--- config.mk ---
export PLATFORM = sky130hd
export DESIGN_NAME = syn_accum_flat
export DESIGN_NICKNAME = d
export VERILOG_FILES = /design/src/rtl/snn_pkg.sv /design/src/rtl/syn_accum_if.sv /design/src/rtl/sat_add.sv /design/src/rtl/syn_accum.sv /design/src/flat_wrapper.sv
export SDC_FILE = /design/constraint.sdc
export NUM_CORES = 1
export LEC_CHECK = 0
export ABC_AREA = 0
export CORE_ASPECT_RATIO = 1.4
export CORE_MARGIN = 1
export CORE_UTILIZATION = 55
export CTS_BUF_LIST = sky130_fd_sc_hd__clkbuf_2 sky130_fd_sc_hd__clkbuf_4 sky130_fd_sc_hd__clkbuf_8
export CTS_CLUSTER_SIZE = 24
export DETAILED_ROUTE_END_ITERATION = 12
export PLACE_DENSITY = 0.85
export SKIP_CTS_REPAIR_TIMING = 1
export SLEW_MARGIN = 5
export SYNTH_ARGS = -nofsm -noshare
export SYNTH_HDL_FRONTEND = slang
export SYNTH_SLANG_ARGS = --single-unit
--- constraint.sdc ---
create_clock -name clk -period 7.2 [get_ports clk]
set_clock_uncertainty 0.1 [all_clocks]
set_input_delay 1.44 -clock clk [delete_from_list [all_inputs] [get_ports clk]]
set_output_delay 1.44 -clock clk [all_outputs]
set_load 0.01 [all_outputs]
--- src/rtl/snn_pkg.sv ---
// Shared spiking-network definitions: fixed-point format, saturation bounds and
// the accumulator FSM state encoding.
package snn_pkg;

  localparam int unsigned ACC_BITS  = 8;
  localparam int unsigned FRAC_BITS = 6;

  // Saturation bounds of the signed <ACC_BITS,FRAC_BITS> format.
  localparam logic signed [ACC_BITS-1:0] SAT_MAX = {1'b0, {(ACC_BITS-1){1'b1}}};
  localparam logic signed [ACC_BITS-1:0] SAT_MIN = {1'b1, {(ACC_BITS-1){1'b0}}};

  // Fixed-point 1.0, the value of a single input spike.
  localparam logic signed [ACC_BITS-1:0] ONE = ACC_BITS'(1 << FRAC_BITS);

  typedef enum logic [1:0] {
    StIdle,
    StAcc,
    StOut
  } acc_state_e;

endpackage

--- src/rtl/syn_accum_if.sv ---
// Spike-vector input stream, weight-memory read port and current output
// stream of the synaptic accumulator.
interface syn_accum_if #(
  parameter int unsigned ACC_BITS  = 8,
  parameter int unsigned IN_COUNT  = 4,
  parameter int unsigned OUT_COUNT = 3
);
  localparam int unsigned ADDR_BITS = $clog2(IN_COUNT * OUT_COUNT);
  localparam int unsigned IDX_BITS  = (OUT_COUNT > 1) ? $clog2(OUT_COUNT) : 1;

  logic                       in_valid;
  logic                       in_ready;
  logic [IN_COUNT-1:0]        in_spk;
  logic                       w_en;
  logic [ADDR_BITS-1:0]       w_addr;
  logic signed [ACC_BITS-1:0] w_data;
  logic                       cur_valid;
  logic                       cur_ready;
  logic signed [ACC_BITS-1:0] cur_data;
  logic [IDX_BITS-1:0]        cur_idx;
  logic                       cur_last;

  // The accumulator block itself.
  modport slave (
    input  in_valid, in_spk, w_data, cur_ready,
    output in_ready, w_en, w_addr, cur_valid, cur_data, cur_idx, cur_last
  );

  // The environment: spike source, weight memory and LIF consumer.
  modport master (
    output in_valid, in_spk, w_data, cur_ready,
    input  in_ready, w_en, w_addr, cur_valid, cur_data, cur_idx, cur_last
  );

endinterface

--- src/rtl/sat_add.sv ---
// Combinational signed adder that clamps to the representable range instead
// of wrapping. Shared with the LIF membrane update.
module sat_add import snn_pkg::*; #(
  parameter int unsigned W = snn_pkg::ACC_BITS
) (
  input  logic signed [W-1:0] a_i,
  input  logic signed [W-1:0] b_i,
  output logic signed [W-1:0] sum_o
);

  logic [W:0] sum_ext;

  // One guard bit detects overflow; its sign picks the clamp direction.
  always_comb begin
    sum_ext = {a_i[W-1], a_i} + {b_i[W-1], b_i};
    if (sum_ext[W] != sum_ext[W-1]) begin
      sum_o = sum_ext[W] ? {1'b1, {(W-1){1'b0}}} : {1'b0, {(W-1){1'b1}}};
    end else begin
      sum_o = sum_ext[W-1:0];
    end
  end

endmodule

--- src/rtl/syn_accum.sv ---
// Synaptic current accumulator. For each output neuron, serially reads the
// weights of all inputs and sums those whose input spiked, with per-step
// saturation, then hands the current to the LIF stage on a valid/ready stream.
module syn_accum import snn_pkg::*; #(
  parameter int unsigned ACC_BITS  = snn_pkg::ACC_BITS,
  parameter int unsigned FRAC_BITS = snn_pkg::FRAC_BITS,
  parameter int unsigned IN_COUNT  = 4,
  parameter int unsigned OUT_COUNT = 3
) (
  input  logic       clk,
  input  logic       rst_n,
  syn_accum_if.slave bus
);

  localparam int unsigned ADDR_BITS = $clog2(IN_COUNT * OUT_COUNT);
  localparam int unsigned IDX_BITS  = (OUT_COUNT > 1) ? $clog2(OUT_COUNT) : 1;
  localparam int unsigned CNT_BITS  = (IN_COUNT > 1) ? $clog2(IN_COUNT) : 1;

  localparam logic [CNT_BITS-1:0] I_LAST = CNT_BITS'(IN_COUNT - 1);
  localparam logic [IDX_BITS-1:0] J_LAST = IDX_BITS'(OUT_COUNT - 1);

  if (FRAC_BITS >= ACC_BITS) begin : g_bad_format
    $error("FRAC_BITS must leave at least a sign bit");
  end

  acc_state_e                 state_q;
  logic [IN_COUNT-1:0]        spk_q;
  logic [IDX_BITS-1:0]        j_q;
  logic [CNT_BITS-1:0]        i_q;      // input index of the read on the bus
  logic [CNT_BITS-1:0]        ridx_q;   // input index of the data now on w_data
  logic                       rvld_q;   // w_data carries a requested weight
  logic signed [ACC_BITS-1:0] acc_q;
  logic signed [ACC_BITS-1:0] acc_sum;
  logic                       in_ready_q;
  logic                       w_en_q;
  logic [ADDR_BITS-1:0]       w_addr_q;
  logic                       cur_valid_q;
  logic                       cur_last_q;
  logic [ADDR_BITS-1:0]       next_base;

  sat_add #(
    .W(ACC_BITS)
  ) u_sat_add (
    .a_i  (acc_q),
    .b_i  (bus.w_data),
    .sum_o(acc_sum)
  );

  // First weight address of the following neuron.
  assign next_base = ADDR_BITS'((32'(j_q) + 32'd1) * IN_COUNT);

  // Sequencer: issue IN_COUNT reads, drain the last one, present the current.
  always_ff @(posedge clk or negedge rst_n) begin
    if (!rst_n) begin
      state_q     <= StIdle;
      spk_q       <= '0;
      j_q         <= '0;
      i_q         <= '0;
      ridx_q      <= '0;
      rvld_q      <= 1'b0;
      acc_q       <= '0;
      in_ready_q  <= 1'b1;
      w_en_q      <= 1'b0;
      w_addr_q    <= '0;
      cur_valid_q <= 1'b0;
      cur_last_q  <= 1'b0;
    end else begin
      unique case (state_q)
        StIdle: begin
          if (bus.in_valid) begin
            spk_q      <= bus.in_spk;
            j_q        <= '0;
            i_q        <= '0;
            acc_q      <= '0;
            in_ready_q <= 1'b0;
            w_en_q     <= 1'b1;
            w_addr_q   <= '0;
            state_q    <= StAcc;
          end
        end
        StAcc: begin
          rvld_q <= w_en_q;
          ridx_q <= i_q;
          if (rvld_q && spk_q[ridx_q]) begin
            acc_q <= acc_sum;
          end
          if (w_en_q) begin
            if (i_q == I_LAST) begin
              w_en_q   <= 1'b0;
              w_addr_q <= '0;
            end else begin
              i_q      <= i_q + 1'b1;
              w_addr_q <= w_addr_q + 1'b1;
            end
          end else begin
            // Drain cycle: the last weight is folded in on this same edge.
            state_q     <= StOut;
            cur_valid_q <= 1'b1;
            cur_last_q  <= (j_q == J_LAST);
          end
        end
        StOut: begin
          if (bus.cur_ready) begin
            cur_valid_q <= 1'b0;
            cur_last_q  <= 1'b0;
            if (j_q == J_LAST) begin
              j_q        <= '0;
              in_ready_q <= 1'b1;
              state_q    <= StIdle;
            end else begin
              j_q      <= j_q + 1'b1;
              i_q      <= '0;
              acc_q    <= '0;
              w_en_q   <= 1'b1;
              w_addr_q <= next_base;
              state_q  <= StAcc;
            end
          end
        end
        default: state_q <= StIdle;
      endcase
    end
  end

  assign bus.in_ready  = in_ready_q;
  assign bus.w_en      = w_en_q;
  assign bus.w_addr    = w_addr_q;
  assign bus.cur_valid = cur_valid_q;
  assign bus.cur_data  = acc_q;
  assign bus.cur_idx   = j_q;
  assign bus.cur_last  = cur_last_q;

endmodule

--- src/flat_wrapper.sv ---
// flat-port wrapper written by rule: the top's interface ports become plain ports
module syn_accum_flat import snn_pkg::*;
#(
  parameter int unsigned ACC_BITS  = snn_pkg::ACC_BITS,
  parameter int unsigned FRAC_BITS = snn_pkg::FRAC_BITS,
  parameter int unsigned IN_COUNT  = 4,
  parameter int unsigned OUT_COUNT = 3
)
  (clk, rst_n, bus_in_valid, bus_in_spk, bus_w_data, bus_cur_ready, bus_in_ready, bus_w_en, bus_w_addr, bus_cur_valid, bus_cur_data, bus_cur_idx, bus_cur_last);
  syn_accum_if #(.ACC_BITS(ACC_BITS), .IN_COUNT(IN_COUNT), .OUT_COUNT(OUT_COUNT)) bus_i ();
  input  logic clk;
  input  logic rst_n;
  input wire logic [$bits(bus_i.in_valid)-1:0] bus_in_valid;
  input wire logic [$bits(bus_i.in_spk)-1:0] bus_in_spk;
  input wire logic [$bits(bus_i.w_data)-1:0] bus_w_data;
  input wire logic [$bits(bus_i.cur_ready)-1:0] bus_cur_ready;
  output wire logic [$bits(bus_i.in_ready)-1:0] bus_in_ready;
  output wire logic [$bits(bus_i.w_en)-1:0] bus_w_en;
  output wire logic [$bits(bus_i.w_addr)-1:0] bus_w_addr;
  output wire logic [$bits(bus_i.cur_valid)-1:0] bus_cur_valid;
  output wire logic [$bits(bus_i.cur_data)-1:0] bus_cur_data;
  output wire logic [$bits(bus_i.cur_idx)-1:0] bus_cur_idx;
  output wire logic [$bits(bus_i.cur_last)-1:0] bus_cur_last;
  assign bus_i.in_valid = bus_in_valid;
  assign bus_i.in_spk = bus_in_spk;
  assign bus_i.w_data = bus_w_data;
  assign bus_i.cur_ready = bus_cur_ready;
  assign bus_in_ready = bus_i.in_ready;
  assign bus_w_en = bus_i.w_en;
  assign bus_w_addr = bus_i.w_addr;
  assign bus_cur_valid = bus_i.cur_valid;
  assign bus_cur_data = bus_i.cur_data;
  assign bus_cur_idx = bus_i.cur_idx;
  assign bus_cur_last = bus_i.cur_last;
  syn_accum #(.ACC_BITS(ACC_BITS), .FRAC_BITS(FRAC_BITS), .IN_COUNT(IN_COUNT), .OUT_COUNT(OUT_COUNT)) u_core (.clk(clk), .rst_n(rst_n), .bus(bus_i));
endmodule
Yosys cells after proc, flatten, opt, wreduce, memory -nomap -nowiden
Cells that the tools add are included.
{"block": "totals", "ff_bits": 29, "word_cells": 89}
{"block": "classes", "n_addsub": 5, "n_lt_le_gt_ge": 1, "n_eq_ne": 13, "muxes": 44, "reduce_logical": 14}
{"op": "8-bit two-way mux", "n": 6}
{"op": "8-bit one-hot mux with 3 select lines", "n": 1}
{"op": "2-bit two-way mux", "n": 10}
{"op": "4-bit two-way mux", "n": 5}
{"op": "1-bit two-way mux", "n": 13}
{"op": "2-bit one-hot mux with 3 select lines", "n": 2}
{"op": "4-bit one-hot mux with 3 select lines", "n": 1}
{"op": "2-bit inequality test, second input constant", "n": 5}
{"op": "5-bit AND reduction", "n": 2}
{"op": "8-bit by 8-bit adder with 9-bit output", "n": 1}
{"op": "3-bit AND reduction", "n": 3}
{"op": "4-bit AND reduction", "n": 2}
{"op": "2-bit by 1-bit adder with 2-bit output, second input constant", "n": 3}
{"op": "2-bit equality test, second input constant", "n": 3}
{"op": "2-bit by 1-bit inequality test with 1-bit output, second input constant", "n": 3}
{"op": "1-bit one-hot mux with 2 select lines", "n": 3}
{"op": "6-bit AND reduction", "n": 1}
{"op": "4-bit by 1-bit adder with 4-bit output, second input constant", "n": 1}
{"op": "2-bit one-hot mux with 2 select lines", "n": 1}
{"op": "2-bit nonzero test", "n": 2}
{"op": "2-bit by 3-bit less-than comparator with 1-bit output, second input constant", "n": 1}
{"op": "1-bit one-hot mux with 3 select lines", "n": 1}
{"op": "3-bit nonzero test", "n": 1}
{"op": "1-bit binary-select mux with 2-bit select", "n": 1}
{"op": "5 further kinds", "n": 5}

Depth between registers and ports, before layout
Gate-level depths: netlist (run 1).
{"block": "logic_depth", "ltp_word": 5, "mapped_depth": 9, "depth_no_buf": 8}

By module
A second synthesis (run 1) with hierarchy kept.
{"block": "unflattened", "hier_cells": 243, "hier_area_um2": 2233.4}
{"module": "syn_accum", "n_inst": 1, "cells_each": 152, "area_each_um2": 1574.0}
{"module": "sat_add", "n_inst": 1, "cells_each": 91, "area_each_um2": 659.4}

Worst setup path before layout (run 1)
Ideal clock, no wire load.
{"block": "synth_timing", "kind": "in2reg", "start": "in bus_w_data[0]", "end": "reg u_core.acc_q[1] (netlist: u_core.bus.cur_data[1])", "setup_time_ps": 130, "t_arrival_ps": 3315, "t_required_ps": 6970, "slack_ps": 3655, "stages": 8, "n_path_buf": 0, "path_cell_list": "ha_1 fa_1 a21o_1 a221oi_2 o211ai_2 mux2_4 a2111oi_4 a21oi_2"}
{"block": "synth_via", "elab_chain_len": 5, "elab_cells_between_ends": 6, "classes_between": "1 x add/sub; 1 x eq/ne; 4 x mux"}
{"item": "start: declaration", "line": "flat_wrapper.sv:15", "rtl": "input wire logic [$bits(bus_i.w_data)-1:0] bus_w_data;"}
{"item": "8-bit by 8-bit adder with 9-bit output *", "line": "sat_add.sv:15", "rtl": "sum_ext = {a_i[W-1], a_i} + {b_i[W-1], b_i};"}
{"item": "8-bit two-way mux or 1-bit inequality test (tied branches)", "line": "sat_add.sv:17, sat_add.sv:16"}
{"item": "8-bit two-way mux *", "line": "sat_add.sv:16", "rtl": "if (sum_ext[W] != sum_ext[W-1]) begin"}
{"item": "8-bit two-way mux *", "line": "syn_accum.sv:84", "rtl": "if (rvld_q && spk_q[ridx_q]) begin"}
{"item": "8-bit one-hot mux with 3 select lines *", "line": "syn_accum.sv:68", "rtl": "unique case (state_q)"}
{"item": "end signal: assignment", "line": "syn_accum.sv:85", "rtl": "acc_q <= acc_sum;"}
{"item": "end: declaration", "line": "syn_accum.sv:32", "rtl": "logic signed [ACC_BITS-1:0] acc_q;"}
Mark *: on every way between the ends. The rest lies on a longest branch, timed or not. The select of a mux whose other input is x is not followed.
A chain may end at the register's enable or synchronous reset.

Worst setup path after layout (run 1)
Same ends and word-level chain as after synthesis.

==> impl_results.md, run 1 <==
* Status: complete, no violations
* Die area at 3590 µm²
* Final worst path period share at 52.8%
* Critical Path RT at 7.26 ns
* Setup crit start kind: input port
* Leakage at 1.04 nW
* Skew-Pair Late Insertion Delay at 0.28 ns
* CP peak stage delay at 0.41 ns
* Layout Utilization at 73.0%
* R2R setup slack at 4.55 ns
* Post-Layout Cell Count at 261
* CP top delay family: compound AO/OA/AOI/OAI gates
* Antenna cells at 0
* ANT nets after route at 0
* Reg2Reg Depth at 8
* Wire length on met1 at 1.50 mm
* Max cap viols at 0
* Setup TNS at 0 ns
* Post-placement setup slack at 3.08 ns
* Post-layout nets at 255
* Initial antenna violation count at 0
* Fin. max-slew vios at 0
* Peak supply drop at 0.000242 V
* CTS max path bufs at 2
* Routed length per instance at 16.2 µm
* Vias at 1531
* # IOs at 34
* Setup CP Type: input port to register
* Setup violators final at 0
* First-pass GRT wire length at 7.14 mm
* Crit Reg-Reg Startpoint: u_core.bus.cur_data[0]
* Slew headroom at 65.1%
* Synth warnings at 0
* Met3 wire len at 172 µm
* Total gr overflow at 0
* Crit-path cells: clkdlybuf4s50_1 -> ha_1 -> fa_1 -> a21o_1 -> a221oi_2 -> o211ai_2 -> mux2_4 -> a2111oi_4 -> a21oi_2
* Crit path max fanout at 3
* Synth unique cells at 38
* DR WL met2 at 2.32 mm
* Layout area overhead at 24.8%
* Power per cell area at 381 nW/µm²
* Final min period at 3.80 ns
* Initial core utilization at 58.5%
* Placed Instances at 253
* GP Congestion at 0.841
* Clock-pin transition on the worst setup and hold timing paths at 0.06 ns
* NetSw at 0.368 mW
* Worst Hold Depth at 1
* Core Footprint at 3150 µm²
* CTS H-Tree Depth at 2
* Combinational share of power at 55.4%
* Critical path buffer and inverter count at 1
* CTS tree: built
* FF-to-FF End: u_core.bus.cur_data[1]
* Fill cell count at 242
* Crit. End Element: register
* HPWL after DPL at 3.31 mm
* #FFs+latches synth at 29
* Worst slew pin tran at 0.522 ns
* Most frequent cells in the layout: 33 x clkdlybuf4s50_1, 28 x dfrtp_1, 20 x nand2_1
* Sink Count at 29
* Die width at 50.9 µm
* 1st-iter DRT viols at 25
* Vias in the first global route at 1677
* Arrival @ worst endpoint at 3.86 ns
* FP Rows at 24
* Sw Share at 42.0%
* Routed Wire Length at 4.23 mm
* Sequential power share at 29.7%
* Mapped Cells at 184
* RSZ-0062 raised after global routing: false
* Critical path's slowest cell: clkdlybuf4s50_1
* Die height at 70.5 µm
* Worst hold path class: register to register
* Seq/Total Area, Yosys at 39.4%
* Commonest non-fill, non-tap cell in the layout: clkdlybuf4s50_1
* Final hold vios at 0
* Fmax at 263 MHz
* Synthesized cell area at 1840 µm²
* Highest Signal Layer: met4
* Syn Nets at 218
* DRC at 0
* Largest net degree at the start of global routing at 30
* GRT Util Overall at 27.3%
* DRT Pass-1 Iters at 4
* Clk pwr share at 14.9%
* Share of layout cells above drive strength 1 at 11.7%
* Worst Hold Path EP: u_core.bus.cur_last
* Final WS setup at 3.40 ns
* Int Pwr at 0.509 mW
* HP Start: u_core.bus.cur_last
* Hold WS at 0.397 ns
* Num CTS Buffers at 5
* Root buf cell: clkbuf_8
* Synthesized area per cell at 10.0 µm²
* Port Buffers at 33
* Routed vias/inst at 5.87
layout make-up:
cell class	instances	area, µm²	share of cell area, %
clock buffer	6	76.3	3.32
clock inverter	2	10.0	0.435
inverter	16	60.1	2.61
multi-input combinational	135	1040	45.3
sequential	29	727	31.6
tap	39	48.8	2.12
timing repair buffer	34	338	14.7
kinds of logic after synthesis:
| kind of cell | synth area share (%) |
|---|---|
| muxes | 5.70 |
| buffers and inverters | 4.07 |
| adders and majority gates | 15.9 |
| DFF | 39.4 |
| and+or+nand+nor | 11.4 |
| AOI/OAI and AO/OA | 20.7 |
| xor gates and xnor gates | 2.85 |
layer usage:
layer / up-vias / global-route usage, %
met5: - / 0
met4: 0 / 18.5
met3: 23 / 5.01
met2: 57 / 50.0
met1: 720 / 26.2
li1: 731 / -
synth_stat cells:
cell type  count  area [µm²]
clkinv_1       1        3.75
and3_2         2        15.0
nor4_1         1        6.26
mux2_4         1        15.0
a221oi_2       1        15.0
or3_1          1        6.26
maj3_1         6        60.1
xor2_1         4        35.0
a21oi_1       13        65.1
a2111oi_4      1        27.5
o211ai_2       1        12.5
a32o_1         2        20.0
dfstp_2        1        26.3
xnor2_1        2        17.5
mux2_2         6        67.6
nor2_1         5        18.8
fa_1           1        20.0
inv_1         15        56.3
dfrtp_1       28         701
nand2_1       20        75.1
a22o_1         2        17.5
o21ai_2        1        8.76
a211o_1        1        8.76
mux4_2         1        22.5
nor3_4         1        16.3
nor2b_1        2        12.5
clkbuf_1       4        15.0
ha_1          17         213
nand3_1        5        25.0
o31ai_1        6        45.0
nor4b_1        1        8.76
a21oi_2        1        8.76
a211oi_1       2        15.0
o21ai_0       14        70.1
nand2b_1       1        6.26
a21o_1         8        60.1
nor3_1         4        20.0
o21bai_1       1        7.51
through the flow:
| step | total power, mW | area, µm² |
|---|---|---|
| 2_1_floorplan | 0.596 | 1840 |
| 3_3_place_gp | 0.713 | 2220 |
| 3_5_place_dp | 0.744 | 2220 |
| 4_1_cts | 0.882 | 2300 |
| 5_1_grt | 0.941 | 2300 |
| 6_report | 0.878 | 2300 |
how the worst max path moves through the flow:
stage	from	slack [ns]	to	cells after the start
after global routing	bus_w_data[0]	3.26	u_core.bus.cur_data[1]	9
after global placement	bus_w_data[0]	3.18	u_core.bus.cur_data[1]	9
after floorplan	bus_w_data[0]	3.66	u_core.bus.cur_data[1]	8
after CTS	bus_w_data[0]	3.39	u_core.bus.cur_data[1]	9
final	bus_w_data[0]	3.40	u_core.bus.cur_data[1]	9
after detailed placement	bus_w_data[0]	3.08	u_core.bus.cur_data[1]	9
power groups by stage:
stage | Combinational [mW] | Clock [mW] | Sequential, mW
final | 0.486 | 0.131 | 0.261
after global routing | 0.530 | 0.142 | 0.269
after CTS | 0.486 | 0.135 | 0.261
after detailed placement | 0.481 | 0 | 0.264
after global placement | 0.454 | 0 | 0.258
after floorplan | 0.331 | 0 | 0.265
worst reg2reg max path: stages, from the launching register on:
cell       delay [ns]
dfrtp_1          0.40
ha_1             0.25
fa_1             0.41
a21o_1           0.20
a221oi_2         0.33
o211ai_2         0.14
mux2_4           0.31
a2111oi_4        0.35
a21oi_2          0.05
registers in the layout, summed over array words and instances, names as in the netlist:
| name | cells |
|---|---|
| u_core.i_q | 2 |
| u_core.bus.cur_valid | 1 |
| u_core.rvld_q | 1 |
| u_core.bus.w_en | 1 |
| u_core.spk_q | 4 |
| u_core.state_q | 2 |
| u_core.bus.in_ready | 1 |
| u_core.bus.w_addr | 4 |
| u_core.bus.cur_data | 8 |
| u_core.bus.cur_idx | 2 |
| u_core.ridx_q | 2 |
| u_core.bus.cur_last | 1 |
Power figures use the tool's default switching activity.
==> run 2: changes to the inputs <==
--- a/config.mk
+++ b/config.mk
@@ -8,11 +8,11 @@
 export ABC_AREA = 0
 export CORE_ASPECT_RATIO = 1.4
 export CORE_MARGIN = 1
-export CORE_UTILIZATION = 55
+export CORE_UTILIZATION = 54
 export CTS_BUF_LIST = sky130_fd_sc_hd__clkbuf_2 sky130_fd_sc_hd__clkbuf_4 sky130_fd_sc_hd__clkbuf_8
 export CTS_CLUSTER_SIZE = 24
 export DETAILED_ROUTE_END_ITERATION = 12
-export PLACE_DENSITY = 0.85
+export PLACE_DENSITY = 0.84
 export SKIP_CTS_REPAIR_TIMING = 1
 export SLEW_MARGIN = 5
 export SYNTH_ARGS = -nofsm -noshare
==> constraint.sdc (replaced) <==
create_clock -name clk -period 3.7 [get_ports clk]
set_clock_uncertainty 0.1 [all_clocks]
set_input_delay 0.74 -clock clk [delete_from_list [all_inputs] [get_ports clk]]
set_output_delay 0.74 -clock clk [all_outputs]
set_load 0.01 [all_outputs]
==> impl_results.md, run 2 (synthesis gave the netlist of run 1 again) <==
* Status: complete, no violations
* CTS max path bufs at 2
* DRT Pass-1 Iters at 4
* Max cap viols at 0
* Crit. End Element: register
* Core Footprint at 3180 µm²
* Sink Count at 29
* Area of the multi-input gates at 1040 µm²
* Share of layout cells above drive strength 1 at 11.7%
* Die height at 71.1 µm
* Layout area overhead at 25.6%
* Final hold vios at 0
* Final WS setup at 0.595 ns
* Storage element area at 727 µm²
* Worst hold path class: register to register
* Power per cell area at 744 nW/µm²
* CTS tree: built
* Fmax at 322 MHz
* Initial core utilization at 57.9%
* Leakage at 1.05 nW
* Num CTS Buffers at 5
* First-pass GRT wire length at 6.77 mm
* CTS H-Tree Depth at 2
* Setup CP Type: input port to register
* Routed Wire Length at 4.10 mm
* Vias in the first global route at 1623
* GP Congestion at 0.855
* DRC at 0
* HPWL after DPL at 3.19 mm
* Clock-pin transition on the worst setup and hold timing paths at 0.07 ns
* Fill cell count at 250
* # IOs at 34
* Setup crit start kind: input port
* Routed length per instance at 15.7 µm
* Critical Path RT at 3.76 ns
* Routed vias/inst at 5.89
* Max reg flops at 8
* Post-placement setup slack at 0.292 ns
* Antenna cells at 0
* Die area at 3660 µm²
* Slew headroom at 67.2%
* Setup violators final at 0
* Total gr overflow at 0
* Root buf cell: clkbuf_8
* FP Rows at 24
* RSZ-0062 raised after global routing: false
* Largest net degree at the start of global routing at 30
* Fin. max-slew vios at 0
* Port Buffers at 33
* Vias at 1538
* Worst slew pin tran at 0.491 ns
* 1st-iter DRT viols at 35
* Final worst path period share at 83.9%
* Final min period at 3.11 ns
* Arrival @ worst endpoint at 3.17 ns
* Skew-Pair Late Insertion Delay at 0.28 ns
* Initial antenna violation count at 0
* Die width at 51.4 µm
* ANT nets after route at 0
* Crit path max fanout at 3
* Setup TNS at 0 ns
* GRT Util Overall at 24.9%
* Commonest non-fill, non-tap cell in the layout: clkdlybuf4s50_1
* Peak supply drop at 0.000505 V
* Post-layout nets at 255
* Most frequent cells in the layout: 33 x clkdlybuf4s50_1, 28 x dfrtp_1, 20 x nand2_1
## run 2: cell types whose count changed in the layout (fill, tap and decap cells not counted), sizes merged
cell / change
clkinv: -1
clkbuf: +1
## run 2: stage by stage
| step | area, µm² | std cells | util, % | hold WS [ns] | power [mW] |
|---|---|---|---|---|---|
| floorplan | 1840 | 184 | - | 0.344 | 1.16 |
| global placement | 2220 | 253 | 69.6 | 0.362 | 1.39 |
| detailed placement | 2220 | 253 | 69.6 | 0.369 | 1.44 |
| CTS | 2320 | 261 | 72.8 | 0.380 | 1.73 |
| global route | 2320 | 261 | 72.8 | 0.418 | 1.85 |
| finish | 2320 | 261 | 72.8 | 0.375 | 1.72 |
## run 2: per-layer routing
| layer | vias up | global-route usage (%) | wire, µm |
|---|---|---|---|
| met4 | 0 | 11.4 | 102 |
| met2 | 42 | 48.5 | 2350 |
| li1 | 738 | - | - |
| met1 | 749 | 24.4 | 1530 |
| met5 | - | 0 | 0 |
| met3 | 9 | 3.87 | 116 |
## run 2: layout make-up
type / count / share of cell area (%)
clock buffer: 7 / 4.16
sequential: 29 / 31.4
clock inverter: 1 / 0.216
tap: 39 / 2.11
inverter: 16 / 2.59
multi-input combinational: 135 / 45.0
timing repair buffer: 34 / 14.6
## run 2: report_power, final
group | total (mW) | switching, mW | internal [mW]
clock network | 0.285 | 0.117 | 0.168
logic | 0.932 | 0.503 | 0.430
registers | 0.508 | 0.0842 | 0.423
total | 1.72 | 0.704 | 1.02
## run 2: final timing paths
check / to / slack [ns] / cells past startpoint / start
setup / recovery: u_core.bus.cur_data[1] / 0.59 / 9 / bus_w_data[0]
hold / removal: u_core.bus.cur_valid / 0.37 / 1 / u_core.bus.cur_valid
setup reg to reg: u_core.bus.cur_data[1] / 1.04 / 8 / u_core.bus.cur_data[0]
hold reg to reg: u_core.bus.cur_valid / 0.37 / 1 / u_core.bus.cur_valid
max in group asynchronous: u_core.bus.in_ready / 2.44 / 2 / rst_n
min in group asynchronous: u_core.bus.cur_last / 0.75 / 2 / rst_n
## run 2: worst max-delay path: stages
cell	delay (ns)
clkdlybuf4s50_1	0.41
ha_1	0.23
fa_1	0.40
a21o_1	0.20
a221oi_2	0.31
o211ai_2	0.15
mux2_4	0.31
a2111oi_4	0.36
a21oi_2	0.05
